[src/rtl/oled_sched_pkg.sv]
// ----------------------------------------------------------------------------
// oled_sched_pkg
// Shared types and constants for the OLED source scheduler.
//   - state_t  : scheduler FSM encoding (IDLE/SHOW/BLANK)
//   - cand_t   : filtered switch request {valid, source index}
//   - widths   : source count, index width, RGB565 pixel width, counter width
// ----------------------------------------------------------------------------
package oled_sched_pkg;

   localparam int unsigned NUM_SRC = 4;
   localparam int unsigned SRC_W   = 2;
   localparam int unsigned PIX_W   = 16;
   localparam int unsigned CNT_W   = 4;
   localparam int unsigned BUS_W   = NUM_SRC * PIX_W;

   localparam logic [PIX_W-1:0] COLOR_BLACK = 16'h0000;

   typedef enum logic [1:0] {
      ST_IDLE  = 2'd0,
      ST_SHOW  = 2'd1,
      ST_BLANK = 2'd2
   } state_t;

   typedef struct packed {
      logic             vld;
      logic [SRC_W-1:0] idx;
   } cand_t;

   // One-hot enable for a source index.
   function automatic logic [NUM_SRC-1:0] src_onehot(input logic [SRC_W-1:0] idx);
      return NUM_SRC'(1) << idx;
   endfunction

endpackage

[src/rtl/oled_src_scheduler_if.sv]
// ----------------------------------------------------------------------------
// oled_src_scheduler_if
// Pixel-path bundle between the task generators / Oled_Display and the
// scheduler.
//   sel[3:0]         raw asynchronous source requests
//   frame_begin      one-cycle frame start pulse
//   src_data[63:0]   four RGB565 source pixels, source i at [16i+15:16i]
//   oled_data[15:0]  selected pixel to Oled_Display
//   src_en[3:0]      one-hot enable of the displayed source
//   active_src[1:0]  displayed source index
//   switching        high during blank frames
// master = stimulus side, slave = scheduler.
// ----------------------------------------------------------------------------
interface oled_src_scheduler_if;
   import oled_sched_pkg::*;

   logic [NUM_SRC-1:0] sel;
   logic               frame_begin;
   logic [BUS_W-1:0]   src_data;
   logic [PIX_W-1:0]   oled_data;
   logic [NUM_SRC-1:0] src_en;
   logic [SRC_W-1:0]   active_src;
   logic               switching;

   modport master (
      output sel, frame_begin, src_data,
      input  oled_data, src_en, active_src, switching
   );

   modport slave (
      input  sel, frame_begin, src_data,
      output oled_data, src_en, active_src, switching
   );

endinterface

[src/rtl/oled_sel_filter.sv]
// ----------------------------------------------------------------------------
// oled_sel_filter
// Request conditioning for the scheduler: two-flop synchronizer on the raw
// switch requests, lowest-index-wins priority encoder, and a per-frame
// stability counter.
//   clk, rst_n       clock, async active-low reset
//   i_sel            raw asynchronous requests
//   i_frame_begin    frame start pulse
//   o_cand_c         current candidate {vld, idx} (decoded from sync flops)
//   o_stable_c       candidate has held for STABLE_FRAMES frame starts
// ----------------------------------------------------------------------------
module oled_sel_filter
   import oled_sched_pkg::*;
#(
   parameter int unsigned STABLE_FRAMES = 2
) (
   input  logic               clk,
   input  logic               rst_n,
   input  logic [NUM_SRC-1:0] i_sel,
   input  logic               i_frame_begin,
   output cand_t              o_cand_c,
   output logic               o_stable_c
);

   localparam logic [CNT_W-1:0] STAB_MAX = CNT_W'(STABLE_FRAMES);

   logic [NUM_SRC-1:0] r_sync1;
   logic [NUM_SRC-1:0] r_sync2;
   cand_t              r_prev;
   logic [CNT_W-1:0]   r_stab_cnt;
   cand_t              w_cand;

   // Synchronizer: two flops, no logic in between.
   always_ff @(posedge clk or negedge rst_n) begin
      if (!rst_n) begin
         r_sync1 <= '0;
         r_sync2 <= '0;
      end else begin
         r_sync1 <= i_sel;
         r_sync2 <= r_sync1;
      end
   end

   // Priority encoder: scanning downward leaves the lowest set bit as winner.
   always_comb begin
      w_cand = '0;
      for (int i = NUM_SRC - 1; i >= 0; i--) begin
         if (r_sync2[i]) begin
            w_cand.vld = 1'b1;
            w_cand.idx = SRC_W'(i);
         end
      end
   end

   // Stability counter: any candidate change restarts the count, even on a
   // frame start cycle.
   always_ff @(posedge clk or negedge rst_n) begin
      if (!rst_n) begin
         r_prev     <= '0;
         r_stab_cnt <= '0;
      end else begin
         r_prev <= w_cand;
         if (w_cand != r_prev) begin
            r_stab_cnt <= '0;
         end else if (i_frame_begin && (r_stab_cnt != STAB_MAX)) begin
            r_stab_cnt <= r_stab_cnt + CNT_W'(1);
         end
      end
   end

   assign o_cand_c   = w_cand;
   assign o_stable_c = (r_stab_cnt == STAB_MAX);

endmodule

[src/rtl/oled_src_scheduler.sv]
// ----------------------------------------------------------------------------
// oled_src_scheduler
// Frame-synchronous owner selection for the single OLED pixel stream.
// Ownership only changes on frame_begin, optionally through BLANK_FRAMES
// frames of BLANK_COLOR, so a displayed frame is never torn.
//   clk, rst_n   pixel clock, async active-low reset
//   bus (slave)  sel / frame_begin / src_data in;
//                oled_data / src_en / active_src / switching out (registered)
// ----------------------------------------------------------------------------
module oled_src_scheduler
   import oled_sched_pkg::*;
#(
   parameter int unsigned      STABLE_FRAMES = 2,
   parameter int unsigned      BLANK_FRAMES  = 1,
   parameter logic [PIX_W-1:0] IDLE_COLOR    = COLOR_BLACK,
   parameter logic [PIX_W-1:0] BLANK_COLOR   = COLOR_BLACK
) (
   input  logic                 clk,
   input  logic                 rst_n,
   oled_src_scheduler_if.slave  bus
);

   localparam logic [CNT_W-1:0] BLANK_MAX = CNT_W'(BLANK_FRAMES);

   state_t             r_state;
   logic [SRC_W-1:0]   r_active;
   logic [SRC_W-1:0]   r_next_src;
   logic [CNT_W-1:0]   r_blank_cnt;
   logic [PIX_W-1:0]   r_oled_data;
   logic [NUM_SRC-1:0] r_src_en;
   logic               r_switching;

   cand_t              w_cand;
   logic               w_stable;
   state_t             w_state_nxt;
   logic [SRC_W-1:0]   w_active_nxt;
   logic [SRC_W-1:0]   w_next_src_nxt;
   logic [CNT_W-1:0]   w_blank_cnt_nxt;
   logic [CNT_W-1:0]   w_blank_inc;
   logic [SRC_W-1:0]   w_exit_src;
   logic [PIX_W-1:0]   w_show_pix;
   logic [PIX_W-1:0]   w_pix_nxt;

   oled_sel_filter #(
      .STABLE_FRAMES (STABLE_FRAMES)
   ) u_sel_filter (
      .clk           (clk),
      .rst_n         (rst_n),
      .i_sel         (bus.sel),
      .i_frame_begin (bus.frame_begin),
      .o_cand_c      (w_cand),
      .o_stable_c    (w_stable)
   );

   // Transition decision; only frame_begin cycles can move the FSM.
   always_comb begin
      w_state_nxt     = r_state;
      w_active_nxt    = r_active;
      w_next_src_nxt  = r_next_src;
      w_blank_cnt_nxt = r_blank_cnt;
      w_blank_inc     = r_blank_cnt + CNT_W'(1);
      // A stable request seen on the exit frame overrides the queued source.
      w_exit_src      = (w_stable && w_cand.vld) ? w_cand.idx : r_next_src;

      if (bus.frame_begin) begin
         case (r_state)
            ST_IDLE: begin
               if (w_stable && w_cand.vld) begin
                  w_state_nxt  = ST_SHOW;
                  w_active_nxt = w_cand.idx;
               end
            end
            ST_SHOW: begin
               if (w_stable && !w_cand.vld) begin
                  w_state_nxt = ST_IDLE;
               end else if (w_stable && (w_cand.idx != r_active)) begin
                  if (BLANK_FRAMES == 0) begin
                     w_active_nxt = w_cand.idx;
                  end else begin
                     w_state_nxt     = ST_BLANK;
                     w_next_src_nxt  = w_cand.idx;
                     w_blank_cnt_nxt = '0;
                  end
               end
            end
            ST_BLANK: begin
               w_next_src_nxt  = w_exit_src;
               w_blank_cnt_nxt = w_blank_inc;
               if (w_blank_inc == BLANK_MAX) begin
                  if (w_stable && !w_cand.vld) begin
                     w_state_nxt = ST_IDLE;
                  end else begin
                     w_state_nxt  = ST_SHOW;
                     w_active_nxt = w_exit_src;
                  end
               end
            end
            default: begin
               w_state_nxt = ST_IDLE;
            end
         endcase
      end
   end

   // Lane select for the source that will own the next pixel.
   always_comb begin
      w_show_pix = '0;
      for (int i = 0; i < NUM_SRC; i++) begin
         if (w_active_nxt == SRC_W'(i)) begin
            w_show_pix = bus.src_data[i*PIX_W +: PIX_W];
         end
      end
   end

   // Output pixel follows the upcoming state so the first pixel of a new
   // frame already comes from the new owner.
   always_comb begin
      case (w_state_nxt)
         ST_SHOW:  w_pix_nxt = w_show_pix;
         ST_BLANK: w_pix_nxt = BLANK_COLOR;
         default:  w_pix_nxt = IDLE_COLOR;
      endcase
   end

   // State, counters and all outputs.
   always_ff @(posedge clk or negedge rst_n) begin
      if (!rst_n) begin
         r_state     <= ST_IDLE;
         r_active    <= '0;
         r_next_src  <= '0;
         r_blank_cnt <= '0;
         r_oled_data <= IDLE_COLOR;
         r_src_en    <= '0;
         r_switching <= 1'b0;
      end else begin
         r_state     <= w_state_nxt;
         r_active    <= w_active_nxt;
         r_next_src  <= w_next_src_nxt;
         r_blank_cnt <= w_blank_cnt_nxt;
         r_oled_data <= w_pix_nxt;
         r_src_en    <= (w_state_nxt == ST_SHOW) ? src_onehot(w_active_nxt) : '0;
         r_switching <= (w_state_nxt == ST_BLANK);
      end
   end

   assign bus.oled_data  = r_oled_data;
   assign bus.src_en     = r_src_en;
   assign bus.active_src = r_active;
   assign bus.switching  = r_switching;

endmodule

[src/flat_wrapper.sv]
// flat-port wrapper written by rule: the top's interface ports become plain ports
module oled_src_scheduler_flat import oled_sched_pkg::*;
#(
   parameter int unsigned      STABLE_FRAMES = 2,
   parameter int unsigned      BLANK_FRAMES  = 1,
   parameter logic [PIX_W-1:0] IDLE_COLOR    = COLOR_BLACK,
   parameter logic [PIX_W-1:0] BLANK_COLOR   = COLOR_BLACK
)
  (clk, rst_n, bus_sel, bus_frame_begin, bus_src_data, bus_oled_data, bus_src_en, bus_active_src, bus_switching);
  oled_src_scheduler_if bus_i ();
  input  logic clk;
  input  logic rst_n;
  input wire logic [$bits(bus_i.sel)-1:0] bus_sel;
  input wire logic [$bits(bus_i.frame_begin)-1:0] bus_frame_begin;
  input wire logic [$bits(bus_i.src_data)-1:0] bus_src_data;
  output wire logic [$bits(bus_i.oled_data)-1:0] bus_oled_data;
  output wire logic [$bits(bus_i.src_en)-1:0] bus_src_en;
  output wire logic [$bits(bus_i.active_src)-1:0] bus_active_src;
  output wire logic [$bits(bus_i.switching)-1:0] bus_switching;
  assign bus_i.sel = bus_sel;
  assign bus_i.frame_begin = bus_frame_begin;
  assign bus_i.src_data = bus_src_data;
  assign bus_oled_data = bus_i.oled_data;
  assign bus_src_en = bus_i.src_en;
  assign bus_active_src = bus_i.active_src;
  assign bus_switching = bus_i.switching;
  oled_src_scheduler #(.STABLE_FRAMES(STABLE_FRAMES), .BLANK_FRAMES(BLANK_FRAMES), .IDLE_COLOR(IDLE_COLOR), .BLANK_COLOR(BLANK_COLOR)) u_core (.clk(clk), .rst_n(rst_n), .bus(bus_i));
endmodule
[config.mk]
export PLATFORM = sky130hd
export DESIGN_NAME = oled_src_scheduler_flat
export DESIGN_NICKNAME = d
export VERILOG_FILES = /design/src/rtl/oled_sched_pkg.sv /design/src/rtl/oled_src_scheduler_if.sv /design/src/rtl/oled_sel_filter.sv /design/src/rtl/oled_src_scheduler.sv /design/src/flat_wrapper.sv
export SDC_FILE = /design/constraint.sdc
export NUM_CORES = 1
export LEC_CHECK = 0
export ABC_AREA = 1
export BUFFER_PORTS_ARGS = -buffer_cell sky130_fd_sc_hd__buf_2
export CORE_MARGIN = 2
export CORE_UTILIZATION = 54
export DETAILED_ROUTE_END_ITERATION = 7
export PLACE_DENSITY = 0.95
export SLEW_MARGIN = 10
export SYNTH_ARGS = -nofsm -noshare
export SYNTH_HDL_FRONTEND = slang
export SYNTH_HIERARCHICAL = 1
export SYNTH_SLANG_ARGS = --single-unit
[constraint.sdc]
create_clock -name clk -period 3.7 [get_ports clk]
set_input_delay 0.185 -clock clk [delete_from_list [all_inputs] [get_ports clk]]
set_output_delay 0.185 -clock clk [all_outputs]
set_load 0.01 [all_outputs]
Yosys cells after proc, flatten, opt, wreduce, memory -nomap -nowiden
Index checks and enable logic that the tools add are counted.

operators by class
  reduce and logical (&&, ||, !) cells = 10
  add/sub/neg operators = 2
  shift-type cells = 1
  divide/modulo/power cells = 0
  muxes and demuxes = 31
  $lt $le $gt $ge = 0
  bitwise logic cells = 0
  eq/ne operators = 14
  multiply operators = 0

operator list
  operator               number
  $mux W16               5
  $mux W2                12
  $mux W4                5
  $mux W3                4
  $add A4 B1 Y4 const B  2
  $eq A2 B2 Y1 const B   4
  $pmux W2 S2            2
  $pmux W4 S2            1
  $eq A2 B1 Y1 const B   3
  $pmux W2 S3            1
  $eq A4 B1 Y1 const B   1
  $eq A4 B2 Y1 const B   1
  $logic_and A1 B1 Y1    4
  $logic_not A2 Y1       2
  $ne A4 B2 Y1 const B   1
  $reduce_and A4 Y1      1
  $reduce_bool A2 Y1     2
  $shl A1 B2 Y4 const A  1
  $ne A3 B3 Y1           1
  $ne A2 B1 Y1 const B   1
  $ne A2 B2 Y1           1
  $ne A2 B2 Y1 const B   1
  $logic_not A1 Y1       1
  $mux W1                1

storage, ports and cells
  logic and storage cells = 70
  input bits = 71
  RAM bits = 0
  memories = 0
  bits in latches = 0
  bits in registers = 46
  ROM bits = 0

Logic depth before layout (Yosys ltp)
Gate-level depths: netlist of the first run.

  depth after elaboration = 16
  mapped depth = 20
  mapped depth without buffers = 19

By module
The synthesis of the first run kept the hierarchy.

modules (own cells, without submodules)
  module              times used  cells an instance  area an instance (sq um)  sequential area each (sq um)
  oled_src_scheduler  1           287                2014.4                    775.7
  oled_sel_filter     1           65                 620.6                     375.4

Worst setup path before layout of the first run
OpenSTA, ideal clock, no wires.

  kind = register to register
  start point = register u_core.u_sel_filter.r_stab_cnt[0]
  end point = register u_core.r_oled_data[0], in the netlist u_core/bus.oled_data[0]
  arrival = 1.891 ns
  stages on the path, launching flop included = 19
  data required time = 3.584 ns
  setup time = 0.116 ns
  path slack = 1.693 ns
  path through = dfrtp_1 inv_1 ha_1 nand3_1 inv_1 nand2_1 inv_1 nand2_1 nand2_1 nand3_1 nand3_1 nand2_1 nand2_4 inv_4 buf_2 o21ai_0 nand2_1 nand2_1 nand2_1

between the ends
  word-level cells in the longest chain between the ends = 13
  elaborated cells on any way between the ends = 27
  classes of those cells = 5 x eq/ne; 18 x mux; 4 x reduce/logical

RTL lines
  element                        RTL line                                            text
  start, declared                oled_sel_filter.sv:30                               logic [CNT_W-1:0] r_stab_cnt;
  start signal, assigned         oled_sel_filter.sv:66                               r_stab_cnt <= r_stab_cnt + CNT_W'(1);
  $eq A4 B2 Y1 *                 oled_sel_filter.sv:72                               assign o_stable_c = (r_stab_cnt == STAB_MAX);
  named net u_core.w_stable      oled_src_scheduler.sv:34                            logic w_stable;
  $logic_and A1 B1 Y1            oled_src_scheduler.sv:63, oled_src_scheduler.sv:68
  $mux W2                        oled_src_scheduler.sv:63                            w_exit_src = (w_stable && w_cand.vld) ? w_cand.idx : r_next_src;
  $mux W2                        oled_src_scheduler.sv:90                            if (w_stable && !w_cand.vld) begin
  $mux W2                        oled_src_scheduler.sv:89                            if (w_blank_inc == BLANK_MAX) begin
  $pmux W2 S2                    oled_src_scheduler.sv:66                            case (r_state)
  $mux W2                        oled_src_scheduler.sv:65                            if (bus.frame_begin) begin
  $logic_not A2 Y1               oled_src_scheduler.sv:109                           if (w_active_nxt == SRC_W'(i)) begin
  $mux W16 (4 in a row)          oled_src_scheduler.sv:109
  $mux W16 *                     oled_src_scheduler.sv:118                           case (w_state_nxt)
  named net u_core.w_pix_nxt[0]  oled_src_scheduler.sv:42                            logic [PIX_W-1:0] w_pix_nxt;
  end signal, assigned           oled_src_scheduler.sv:140                           r_oled_data <= w_pix_nxt;
  end, declared                  oled_src_scheduler.sv:29                            logic [PIX_W-1:0] r_oled_data;

Mark *: on every way through the listed nets, which the timed path passes. The rest lies on a longest branch.
A chain may end at the register's enable or synchronous reset.

Worst setup path after layout of the first run
  start point = register u_core.u_sel_filter.r_stab_cnt[0]
  end point = register u_core.r_oled_data[8], in the netlist u_core/bus.oled_data[8]

The elaborated chain is that of the path after synthesis.

==> run_results.csv, run 1 <==
group,metric,value,unit
yosys,postSynthRegisterBits,46,
timing,min_period_over_period,69.7,%
routing,via_count,2707,
yosys,synth-adder-area-share,1.90,%
critical_path,startpoint_type,"register",
yosys,synth.cell_area,0.00264,mm2
grt,overflow_left_after_global_routing,0,
timing,hold_violations,0,
critical_path,timing.critical_path.slowest_cell_delay,0.43,ns
outcome,status,"complete, no violations",
yosys,synth_edf_count,0,
placement,post_placement_cell_count,506,
critical_path,crit_family,"simple AND/OR/NAND/NOR gates",
critical_path,end_kind,"register",
clocking,cts-root-buf,"clkbuf_8",
finish,most_common_cell_after_layout_fill_and_taps_aside,"nand2_1",
timing,final.setup.worst_slack,1.12,ns
yosys,proportion_of_synthesized_chip_area_in_sequential_cells,43.7,%
clocking,postCtsResizedCells,0,
finish,nets,525,
critical_path,worst_ep_arrival_time,2.80,ns
critical_path,worstPathCellList,"inv_1 -> ha_1 -> nand3_1 -> inv_1 -> nand2_1 -> nand2_1 -> nand2_1 -> nand2_1 -> nand2_1 -> nand2_1 -> nand3_1 -> nand2_2 -> nand2_4 -> nand2_8 -> nand2_8 -> nor2_8 -> nand2_1 -> o21ai_1",
clocking,cts_sinks,46,
yosys,syn-instance-count,352,
job,maxCapViolations,0,
clocking,clk-insertion-delay-late,0.31,ns
floorplanning,num_rows,25,
grt,grt_start_max_net_pins,47,
finish,drive_gt1_share,29.5,%
yosys,synth_simple_gate_area_share,37.6,%
power_and_ir_drop,intPower,0.00115,W
yosys,synth_xor_xnor_area_share,1.33,%
clocking,cts_post_setup_buffers_inserted,0,
timing,setup_viol,0,
timing,finalSetupTns,0,ns
routing,finalWirelength,7.09,mm
placement,pre_cts_slack,1.27,ns
critical_path,worst-path-max-fanout,24,
floorplanning,die_x,73.9,um
critical_path,crit_path_top_delay_cell,"dfrtp_1",
clocking,ctsLongestPathBuffers,2,
yosys,synthMuxAreaShare,0,%
power_and_ir_drop,power.sequential.fraction,34.3,%
finish,mostFrequentLayoutCells,"121 x nand2_1, 93 x buf_2, 46 x dfrtp_1",
floorplanning,ios,94,
power_and_ir_drop,switching_share,44.4,%
yosys,synthesis.yosys.warnings,6,
clocking,cts_tree,"built",
yosys,synth.avg_cell_area,7.49,um2
clocking,clock_tree.htree_level_count,2,
routing,dr.pass1.iters,7,
yosys,synth_area_leaders,"dfrtp_1 44%, nand2_1 17%, inv_1 5.8%",
placement,numPortBuffers,93,
floorplanning,core_area,0.00472,mm2
power_and_ir_drop,net-switching-power,0.000921,W
routing,drt_first_iter_violations,205,
finish,insertedDiodeCount,0,
timing,timing_max_transition_violations_final,0,
floorplanning,die-height,73.9,um
hold_path,hold_class,"in2async",
power_and_ir_drop,power.ir.vdd_worst,453,uV
timing,final_period_minus_worst_setup_slack,2.58,ns
yosys,netlist-cell-type-count,30,
yosys,syn_nets,427,
placement,hpwl,5.04,mm
finish,areaGrowthSynthToFinish,24.8,%
power_and_ir_drop,pwr-share-clk,18.9,%
routing,avgRoutedWirePerCell,13.7,um
critical_path,cp_num_buf_inv,2,
timing,timing.fmax,388,MHz
clocking,clock_pin_slew_on_the_worst_setup_and_hold_paths,0.09,ns
yosys,dominant_combinational_cell_family_by_area_after_synthesis,"simple AND/OR/NAND/NOR gates",
routing,drc_errors,0,
yosys,ys_async_sr_fraction,100,%
power_and_ir_drop,combPwrFrac,46.8,%
timing,timing_worst_slew_pin_value,1.01,ns
grt,antenna_found_initial,0,
placement,routability_cong,0.818,
routing,drt-vias-per-instance,5.23,
clocking,ctsHoldBuffers,4,
critical_path,timing.critical_path.required,3.92,ns
grt,global_route.usage.total,27.9,%
yosys,postSynth.topFlopCell,"dfrtp_1",
critical_path,cp_common_cell,"nand2_1",
clocking,cts_buffer_count,5,
power_and_ir_drop,total_power_divided_by_cell_area,630,mW/mm2
yosys,fraction_of_post_synthesis_cell_area_in_the_top_cell_type_by_area,43.7,%
timing,clock_skew,0.00833,ns
floorplanning,die-area,0.00545,mm2
yosys,synth-compound-area-share,6.89,%
grt,vias_in_the_first_global_route,2621,
finish,final-instance-count-excl-fill,518,
timing,setup_repair_after_global_routing_missed_its_margin,"false",
power_and_ir_drop,leakage,1.92,nW
timing,worst_slew_margin_rel,32.8,%
yosys,synth_top_cell_by_area,"dfrtp_1",
routing,final_antenna_net_count,0,
floorplanning,initial_core_util,55.8,%
critical_path,crit_type,"reg2reg",
grt,wire_length_of_the_first_global_routing_pass,11.6,mm
==> worst reg2reg max path, cell delays in order (launching register included) <==
cell and delay (ns):
dfrtp_1 0.43, inv_1 0.08, ha_1 0.17, nand3_1 0.10, inv_1 0.16, nand2_1 0.12
nand2_1 0.09, nand2_1 0.09, nand2_1 0.08, nand2_1 0.05, nand2_1 0.07, nand3_1 0.08
nand2_2 0.10, nand2_4 0.08, nand2_8 0.18, nand2_8 0.10, nor2_8 0.28, nand2_1 0.11
o21ai_1 0.13
==> flip-flops by register name, indices dropped and copies added (netlist names) <==
| name | cells |
|---|---|
| u_core/bus.active_src | 2 |
| u_core/bus.oled_data | 16 |
| u_core/bus.src_en | 4 |
| u_core/bus.switching | 1 |
| u_core/r_blank_cnt | 4 |
| u_core/r_next_src | 2 |
| u_core/r_state | 2 |
| u_core/u_sel_filter/r_prev | 3 |
| u_core/u_sel_filter/r_stab_cnt | 4 |
| u_core/u_sel_filter/r_sync1 | 4 |
| u_core/u_sel_filter/r_sync2 | 4 |
==> stage by stage <==
stage               hold WS [ns]  utilization, %  cell area (um2)  total power [W]
floorplan                 -0.111               -             2640          0.00138
global placement           0.294            66.3             3130          0.00159
detailed placement         0.294            66.3             3130          0.00165
CTS                       0.0643            69.6             3290          0.00205
global route              0.0841            69.6             3290          0.00221
finish                    0.0342            69.6             3290          0.00207
==> final timing paths <==
kind / startpoint / to / slack (ns) / depth (start not counted)
hold reg to reg: u_core/u_sel_filter/r_sync1[3] / u_core/u_sel_filter/r_sync2[3] / 0.36 / 0
max in group asynchronous: rst_n / u_core/r_next_src[0] / 3.03 / 1
setup reg to reg: u_core/u_sel_filter/r_stab_cnt[0] / u_core/bus.oled_data[8] / 1.12 / 18
setup / recovery: u_core/u_sel_filter/r_stab_cnt[0] / u_core/bus.oled_data[8] / 1.12 / 18
hold / removal: rst_n / u_core/u_sel_filter/r_stab_cnt[3] / 0.03 / 1
min in group clk: bus_src_data[50] / u_core/bus.oled_data[2] / 0.08 / 3
==> Yosys cell counts (4+ instances only) <==
master    number
dfrtp_1       46
o21ai_1        6
nand2_1      121
nor2_1        33
nand3b_1       5
inv_1         41
nand3_1       21
ha_1           4
o21ai_0       19
nor2_2         6
nand4_1        4
nand2_2       14
==> layer usage <==
layer	part of all wire, %	track usage [%]
met5	0	0
met4	4.0	13.7
met3	6.9	5.49
met2	54	51.4
met1	36	30.0
==> final cells by class <==
type,instances,area (um2)
Multi-Input combinational cell,255,1260
Clock inverter,3,48.8
Fill cell,325,1440
Sequential cell,46,1150
Inverter,45,173
Clock buffer,5,68.8
Timing Repair Buffer,97,505
Tap cell,67,83.8
==> power groups by stage <==
stage | combinational (W) | sequential, W | clock [W]
after CTS | 0.000944 | 0.000709 | 0.000395
after detailed placement | 0.000935 | 0.000715 | 0
after global placement | 0.000884 | 0.000707 | 0
after global routing | 0.00107 | 0.000723 | 0.000414
after floorplan | 0.000638 | 0.000746 | 0
final | 0.000969 | 0.000712 | 0.000392
==> logic make-up (layout without fill, tap and decap cells) <==
family,Yosys count,in the layout
AO/OA/AOI/OAI,33,33
XOR/XNOR,4,4
adder cells (fa/ha/maj),4,4
buffers and inverters,51,150
flip-flops,46,46
AND/OR/NAND/NOR,214,214
(Power assumes the default switching activity.)
==> inputs of run 2 (changes only) <==
- ABC_AREA: 1 -> 0
- CORE_UTILIZATION: 54 -> 48
- PLACE_DENSITY: 0.95 -> 0.86
- clock period: 3.7 -> 2.3 ns (I/O delays scaled with it)
==> run 2 against run 1 <==
  * The run now ends with negative setup slack left
  * Wire length is 48% higher
  * Worst hold slack better by 0.15 ns
  * Maximum frequency is 4.2% higher
  * Die area is 43% higher
  * Count of clock-buffer cells in the layout stayed put
  * Area after synthesis is 29% higher
  * Critical path type unchanged
  * Critical endpoint is now u_core/bus.oled_data[5]
==> run_results.csv, run 2 <==
group,metric,value,unit
routing,via_count,3554,
finish,mostFrequentLayoutCells,"93 x buf_2, 46 x dfrtp_1, 35 x nand3_1",
yosys,synth_area_leaders,"dfrtp_1 34%, a21bo_2 9.1%, o211ai_1 7.0%",
critical_path,worst_ep_arrival_time,2.67,ns
placement,numPortBuffers,93,
routing,drc_errors,0,
timing,timing_max_transition_violations_final,0,
outcome,violations,"negative setup slack",
yosys,ys_async_sr_fraction,100,%
critical_path,r2r_worst_path_depth,12,
critical_path,worstPathCellList,"inv_2 -> ha_4 -> nor3b_4 -> buf_6 -> buf_6 -> nor2_2 -> a31oi_1 -> nor2_1 -> a221o_1 -> nor3b_4 -> buf_12 -> a22o_1",
timing,worst_slew_margin_rel,33.5,%
critical_path,end_kind,"register",
finish,nFillCells,543,
yosys,syn-instance-count,374,
yosys,synth.most_common_cell,"dfrtp_1",
timing,hold_slack,0.186,ns
grt,global_route.usage.total,27.2,%
placement,hpwl,7.20,mm
floorplanning,die-area,0.00779,mm2
finish,largest_register_ffs,16,
routing,drt-vias-per-instance,6.05,
clocking,clock_tree.htree_level_count,2,
timing,setup_viol,20,
critical_path,crit_type,"reg2reg",
timing,clock_skew,0.0115,ns
yosys,syn_nets,449,
critical_path,cp_num_buf_inv,4,
timing,final_period_minus_worst_setup_slack,2.47,ns
clocking,cts_buffer_count,5,
placement,post_dp_cell_area,0.00423,mm2
timing,hold_violations,0,
power_and_ir_drop,leakage,2.00,nW
yosys,synthesis.yosys.warnings,6,
clocking,cts-root-buf,"clkbuf_8",
finish,areaGrowthSynthToFinish,33.3,%
clocking,ctsLongestPathBuffers,2,
clocking,cts_sinks,46,
yosys,fraction_of_post_synthesis_cell_area_in_the_top_cell_type_by_area,33.8,%
finish,final-instance-count-excl-fill,587,
hold_path,hold-path-cell-count,4,
job,maxCapViolations,0,
placement,routability_cong,0.916,
grt,antenna_found_initial,0,
grt,grt_start_max_net_pins,47,
finish,nets,565,
timing,final.setup.worst_slack,-0.174,ns
floorplanning,ios,94,
yosys,ys_top_cells_by_count,"46 x dfrtp_1, 35 x nand3_1, 33 x a31oi_1, 33 x and3_1, 32 x o211ai_1",
finish,most_common_cell_after_layout_fill_and_taps_aside,"buf_2",
clocking,clock_pin_slew_on_the_worst_setup_and_hold_paths,0.10,ns
yosys,synth_edf_count,0,
finish,drive_gt1_share,44.4,%
grt,overflow_left_after_global_routing,0,
yosys,netlist-cell-type-count,58,
yosys,postSynthRegisterBits,46,
finish,insertedDiodeCount,0,
routing,avgRoutedWirePerCell,17.8,um
timing,timing_worst_slew_pin_value,0.998,ns
critical_path,crit_family,"compound AO/OA/AOI/OAI gates",
critical_path,timing.critical_path.slowest_cell_delay,0.39,ns
placement,post_placement_cell_count,571,
timing,timing.fmax,404,MHz
yosys,proportion_of_synthesized_chip_area_in_sequential_cells,33.8,%
floorplanning,core_area,0.00683,mm2
critical_path,timing.critical_path.depth,12,
power_and_ir_drop,power.ir.vdd_worst,234,uV
critical_path,startpoint_type,"register",
routing,finalWirelength,10.5,mm
yosys,synth.cell_area,0.00341,mm2
finish,post-route-cell-area,0.00454,mm2
grt,vias_in_the_first_global_route,3368,
routing,drt_first_iter_violations,379,
yosys,synth.avg_cell_area,9.11,um2
grt,wire_length_of_the_first_global_routing_pass,16.5,mm
yosys,synth_top_cell_by_area,"dfrtp_1",
finish,post_layout_utilization_of_the_core,66.5,%
clocking,cts_tree,"built",
timing,min_period_over_period,108,%
yosys,postSynth.topFlopCell,"dfrtp_1",
timing,finalSetupTns,-2.86,ns
clocking,clk-insertion-delay-late,0.31,ns
routing,final_antenna_net_count,0,
floorplanning,num_rows,30,
outcome,status,"finished with violations",
critical_path,worst-path-max-fanout,18,
floorplanning,die-height,88.3,um
critical_path,timing.critical_path.required,2.49,ns
floorplanning,initial_core_util,49.9,%
critical_path,crit_path_top_delay_cell,"dfrtp_1",
timing,setup_repair_after_global_routing_missed_its_margin,"true",
routing,dr.pass1.iters,5,
hold_path,hold_class,"in2reg",
floorplanning,die_x,88.3,um
power_and_ir_drop,total_power_divided_by_cell_area,490,mW/mm2
[run 2: path summary, 6_finish.rpt]
kind | startpoint | endpoint | slack (ns)
max | u_core/u_sel_filter/r_stab_cnt[0] | u_core/bus.oled_data[5] | -0.17
min | bus_src_data[30] | u_core/bus.oled_data[14] | 0.19
max reg2reg | u_core/u_sel_filter/r_stab_cnt[0] | u_core/bus.oled_data[5] | -0.17
min reg2reg | u_core/u_sel_filter/r_sync1[1] | u_core/u_sel_filter/r_sync2[1] | 0.36
max in group asynchronous | rst_n | u_core/bus.oled_data[10] | 1.17
min in group asynchronous | rst_n | u_core/u_sel_filter/r_stab_cnt[3] | 0.51
[run 2: area by class of cell]
type                            count  area, um2  area share [%]
Multi-Input combinational cell    283       2170            47.9
Sequential cell                    46       1150            25.3
Timing Repair Buffer              145        970            21.3
Tap cell                           96        120            2.64
Clock buffer                        5       68.8            1.52
Inverter                            9       33.8           0.744
Clock inverter                      3       25.0           0.551
[run 2: cell families after synthesis]
family                   after synthesis  synth area share (%)
multiplexers                           2                 0.624
buffers and inverters                 45                  6.24
AND/OR/NAND/NOR                      125                  21.4
adder cells (fa/ha/maj)                4                  1.47
AO/OA/AOI/OAI                        146                  35.0
flip-flops                            46                  33.8
XOR/XNOR                               6                  1.54
[run 2: stage by stage]
step	total power [W]	setup slack, ns
final	0.00223	-0.174
after global routing	0.00233	-0.213
after CTS	0.00219	-0.0585
after detailed placement	0.00166	-0.345
after global placement	0.00163	-0.181
after floorplan	0.00138	-0.0195
[run 2: routing by layer]
layer	up-vias	routed length (um)	global-route usage, %	part of all wire [%]
li1	1651	-	-	-
met2	202	5230	44.9	50
met4	0	493	13.8	4.7
met5	-	0	0	0
met1	1666	4030	34.7	38
met3	35	725	4.29	6.9
[run 2: report_power, final]
part	leakage [nW]	internal, W	switching, W
Clock	0.0447	0.000220	0.000297
Sequential	0.545	0.000877	0.0000390
Combinational	1.41	0.000375	0.000418
[run 2: repair_timing]
action	in CTS	in global routing
endpoints found under the hold margin	7	0
pin swaps	6	6
setup buffers	3	2
gates resized for setup	17	10
hold buffers	5	0
cloned	0	0
endpoints found under the setup margin	23	22
[run 2: worst reg2reg max path: cells and delay by family (launching register included)]
| kind | cells | cell delay [ns] |
|---|---|---|
| flops | 1 | 0.39 |
| compound gates | 3 | 0.80 |
| simple gates | 4 | 0.51 |
| buf+inv | 4 | 0.52 |
| fa+ha+maj | 1 | 0.14 |
